===== src/rtl/fifo2axis.sv =====
// fifo2axis: pops wide FIFO words and unpacks each into MSB-first AXI4-Stream beats
//   M_AXIS_ACLK/M_AXIS_ARESET : clock, synchronous active-high reset
//   M_AXIS_T*                 : stream master (TSTRB constant all-ones, TLAST every PKT_BEATS beats)
//   frd_vld/frd_dat/frd_empty : FIFO pop request, read data one cycle after a pop, empty flag
//   frd_cnt                   : FIFO occupancy, informational only
//   busy                      : a pop is in flight or a word is held internally
module fifo2axis #(
  parameter int FAW = 8,
  parameter int AXIS_DATA_WIDTH = 32,
  parameter int AXI4_DATA_WIDTH = 128,
  parameter int PKT_BEATS = 0
) (
  input  logic                         M_AXIS_ACLK,
  input  logic                         M_AXIS_ARESET,
  output logic                         M_AXIS_TVALID,
  input  logic                         M_AXIS_TREADY,
  output logic [AXIS_DATA_WIDTH-1:0]   M_AXIS_TDATA,
  output logic [AXIS_DATA_WIDTH/8-1:0] M_AXIS_TSTRB,
  output logic                         M_AXIS_TLAST,
  output logic                         frd_vld,
  input  logic [AXI4_DATA_WIDTH-1:0]   frd_dat,
  input  logic                         frd_empty,
  input  logic [FAW:0]                 frd_cnt,
  output logic                         busy
);
  localparam int W = AXIS_DATA_WIDTH;
  localparam int N = AXI4_DATA_WIDTH / W;
  localparam int SW = $clog2(N);
  localparam int BW = PKT_BEATS > 1 ? $clog2(PKT_BEATS) : 1;
  localparam int LB = PKT_BEATS > 0 ? PKT_BEATS - 1 : 0;
  logic                       r_pend, r_pf_vld, r_buf_vld;
  logic [AXI4_DATA_WIDTH-1:0] r_pf_dat, r_buf_dat, w_shifted;
  logic [SW-1:0]              r_sub_cnt;
  logic [BW-1:0]              r_beat_cnt;
  logic                       w_fire, w_last_sub, w_buf_free, w_pf_take, w_bypass, w_unused;
  assign w_unused = ^frd_cnt;
  assign w_fire = r_buf_vld & M_AXIS_TREADY;
  assign w_last_sub = r_sub_cnt == SW'(N - 1);
  assign w_buf_free = !r_buf_vld | (w_fire & w_last_sub);
  assign w_pf_take = r_pf_vld & w_buf_free;
  // read data lands straight in the buffer only when nothing is queued ahead of it
  assign w_bypass = r_pend & w_buf_free & !r_pf_vld;
  // one pop in flight at most; a pop is allowed when the prefetch slot will be free to receive it
  assign frd_vld = !M_AXIS_ARESET & !frd_empty & !r_pend & (!r_pf_vld | w_pf_take);
  // sub_cnt 0 selects the most significant slice
  assign w_shifted = r_buf_dat << (W * r_sub_cnt);
  assign M_AXIS_TDATA = w_shifted[AXI4_DATA_WIDTH-1 -: W];
  assign M_AXIS_TVALID = r_buf_vld;
  assign M_AXIS_TSTRB = '1;
  assign M_AXIS_TLAST = r_buf_vld & (PKT_BEATS != 0) & (r_beat_cnt == BW'(LB));
  assign busy = r_pend | r_pf_vld | r_buf_vld;
  always_ff @(posedge M_AXIS_ACLK) begin
    if (M_AXIS_ARESET) begin
      r_pend <= 1'b0;
      r_pf_vld <= 1'b0;
      r_buf_vld <= 1'b0;
      r_pf_dat <= '0;
      r_buf_dat <= '0;
      r_sub_cnt <= '0;
      r_beat_cnt <= '0;
    end else begin
      r_pend <= frd_vld;
      if (w_pf_take | w_bypass) begin
        r_buf_vld <= 1'b1;
        r_buf_dat <= w_pf_take ? r_pf_dat : frd_dat;
        r_sub_cnt <= '0;
      end else if (w_fire) begin
        r_buf_vld <= !w_last_sub;
        r_sub_cnt <= w_last_sub ? '0 : r_sub_cnt + 1'b1;
      end
      if (r_pend & !w_bypass) begin
        r_pf_vld <= 1'b1;
        r_pf_dat <= frd_dat;
      end else if (w_pf_take) begin
        r_pf_vld <= 1'b0;
      end
      if (w_fire & (PKT_BEATS != 0))
        r_beat_cnt <= (r_beat_cnt == BW'(LB)) ? '0 : r_beat_cnt + 1'b1;
    end
  end
endmodule


===== config.mk =====
export PLATFORM = sky130hd
export DESIGN_NAME = fifo2axis
export DESIGN_NICKNAME = d
export VERILOG_FILES = /design/src/rtl/fifo2axis.sv
export SDC_FILE = /design/constraint.sdc
export NUM_CORES = 1
export LEC_CHECK = 0
export CELL_PAD_IN_SITES_DETAIL_PLACEMENT = 1
export CELL_PAD_IN_SITES_GLOBAL_PLACEMENT = 2
export CORE_ASPECT_RATIO = 1.2
export CORE_MARGIN = 10
export CORE_UTILIZATION = 38
export DETAILED_ROUTE_END_ITERATION = 8
export MAX_ROUTING_LAYER = met4
export PLACE_DENSITY_LB_ADDON = 0.1
export SYNTH_ARGS = -nofsm -noshare
export SYNTH_HDL_FRONTEND = slang
export SYNTH_SLANG_ARGS = --single-unit

===== constraint.sdc =====
create_clock -name M_AXIS_ACLK -period 4.85 [get_ports M_AXIS_ACLK]
set_clock_uncertainty 0.1 [all_clocks]
set_input_delay 0.97 -clock M_AXIS_ACLK [delete_from_list [all_inputs] [get_ports M_AXIS_ACLK]]
set_output_delay 0.97 -clock M_AXIS_ACLK [all_outputs]
set_load 0.005 [all_outputs]

==> reports/metrics.cfg <==
[final_layout]
drive_gt1_share_pct = 8.22
fin_util_pct = 46.6
fin_nets = 1447
num-fill-cells = 3625
layout_commonest_cell = dfxtp_1
layout_common_cells = dfxtp_1 (258), nand2b_1 (256), clkdlybuf4s50_1 (165)
diodes = 0
instances_no_fill = 1776
area_delta_synth_final_pct = 21.0

[sta]
final_hold_viol_count = 0
fin_crit_ps = 3850
relSlewSlack_pct = 31.5
tightest_slew_ps = 1030
fmax_mhz = 260
setup_viol = 0
slew_viol_final = 0
setup_tns_ps = 0
rsz0062_at_grt = false
fin_crit_sh_pct = 79.4

[clocking]
cts_made_buffers = 29
insertion_delay_ps = 550
htree_levels = 1
cts_setup_buffers = 0
cts_resized = 0
cts_num_sinks = 261
max-clock-path-buffers = 3
root_buffer = clkbuf_16
cts.clk_slew.worst_paths_ps = 60
cts_tree = yes
cts-hold-fix-buffers = 0

[setup_path]
arrival_ps = 2780
worst_r2r_startpoint = r_sub_cnt[0]$_SDFFE_PP0P_
path_delay_family = buffers and inverters
cp_max_fo = 7
start_kind = input port
reg2reg_to = r_pf_dat[48]$_SDFFE_PP0P_
reg2reg_slack_ps = 2330
path_buf_inv = 2
cpMostUsedCell = clkdlybuf4s50_1
cp.required_ps = 3780
path_cells = clkdlybuf4s50_1, a21boi_2, a2111oi_0, clkdlybuf4s50_1
cp-end-kind = output port
path_class = in -> out
cp_slowest_cell = clkdlybuf4s50_1
critPathMaxStageDelay_ps = 620
rr_worst_depth = 5

[status]
status = finished, final reports clean

[global_route]
grt_start_max_net_pins = 129
grt_pass1_wl_mm = 62.4
grt_pass1_vias = 10100
antenna_found_initial = 0
grt.overflow.total = 0
grt_usage_pct = 19.0

[hold_path]
hold_path_depth = 1
worstHoldPathType = reg -> reg
whs_endpoint = r_buf_dat[66]$_SDFFE_PP0P_
hp-start = r_buf_dat[66]$_SDFFE_PP0P_

[placed_design]
port_buffers = 166
dp_hpwl_mm = 24.5
dp_cells = 1724
gp_congestion = 0.747

[detailed_routing]
wl_per_cell_um = 22.5
wl_mm = 40.0
vias_per_cell = 5.54
drc = 0
ant_nets = 0
first_pass_iters = 4
vias = 9836
drtIter0Drc = 543

[logic_synthesis]
ys_warn_count = 0
synth_seq_area_share_pct = 40.8
async_flop_share_pct = 0
yosys_most_used_dff = dfxtp_1
synth_edf_count = 0
synth-seq-cells = 261
syn_area_sq_um = 12800
syn_avg_cell_area_sq_um = 10.4
synthCells = 1227
netlist-cell-type-count = 27

[die]
die_y_um = 221
dieArea_sq_um = 41500
start_util_pct = 38.5
pin_count = 181
die_w_um = 188
core_sq_um = 33200
row_count = 73

[power_and_ir_drop]
p_leak_nw = 5.14
p_per_area_nw_per_um2 = 330
ir_drop_v = 0.000239

[job]
maxCapViolations = 0

-- sequential cells by signal, indices dropped and copies added (netlist names) --
register and count:
M_AXIS_TVALID 1, r_buf_dat 128, r_pend 1, r_pf_dat 128, r_pf_vld 1, r_sub_cnt 2
-- synthesized netlist by cell type (2+ instances only) --
master | count | area [sq um]
dfxtp_1 | 261 | 5230
nand2b_1 | 257 | 1610
mux2i_1 | 129 | 1290
a32oi_1 | 128 | 1120
and2_1 | 128 | 801
o2bb2ai_1 | 128 | 1120
clkbuf_1 | 84 | 315
mux4_2 | 32 | 721
buf_6 | 25 | 282
buf_2 | 23 | 115
buf_4 | 8 | 60.1
nand2_1 | 3 | 11.3
a2111oi_0 | 2 | 17.5
a21oi_1 | 2 | 10.0
conb_1 | 2 | 7.51
nand3_1 | 2 | 10.0
nor2_1 | 2 | 7.51
or3_1 | 2 | 12.5
-- routing by layer --
metal	global-route usage, %	wire [um]	part of all wire [%]
met3	2.12	1230	3.1
met1	28.5	21200	53
met5	-	0	0
met2	26.8	17100	43
met4	3.53	451	1.1
-- cell families after synthesis --
family	Yosys count	synth area share, %
and+or+nand+nor	395	19.2
AOI/OAI and AO/OA	266	18.1
DFF	261	40.8
adders and majority gates	1	0.0977
other	2	0.0586
muxes	161	15.7
buffers and inverters	141	6.06
-- final cells by class --
type / count / area, sq um / area share, %
multi-input combinational: 828 / 6870 / 44.3
sequential: 261 / 5230 / 33.8
timing repair buffer: 185 / 1870 / 12.1
clock buffer: 44 / 882 / 5.69
tap: 450 / 563 / 3.63
clock inverter: 8 / 90.1 / 0.581
-- power breakdown --
group          internal, mW  switching [mW]
Clock                  1.35           0.902
Sequential             2.23          0.0624
Combinational         0.298           0.275
-- how the worst max path moves through the flow --
stage / cells after the start / slack, ps / from / end
6_report: 4 / 1000 / M_AXIS_TREADY / frd_vld
5_1_grt: 4 / 900 / M_AXIS_TREADY / frd_vld
4_1_cts: 4 / 980 / M_AXIS_TREADY / frd_vld
3_5_place_dp: 4 / 980 / M_AXIS_TREADY / frd_vld
3_3_place_gp: 4 / 1000 / M_AXIS_TREADY / frd_vld
2_1_floorplan: 3 / 2040 / M_AXIS_ARESET / frd_vld
-- stage by stage --
step	hold WS, ps	power, mW	cell area [sq um]	setup slack, ps
floorplan	327	2.64	12800	2040
global placement	338	2.90	14500	999
detailed placement	343	2.91	14500	983
CTS	365	5.19	15500	977
global route	376	5.32	15500	898
finish	361	5.12	15500	1000
Power figures use the tool's default switching activity.
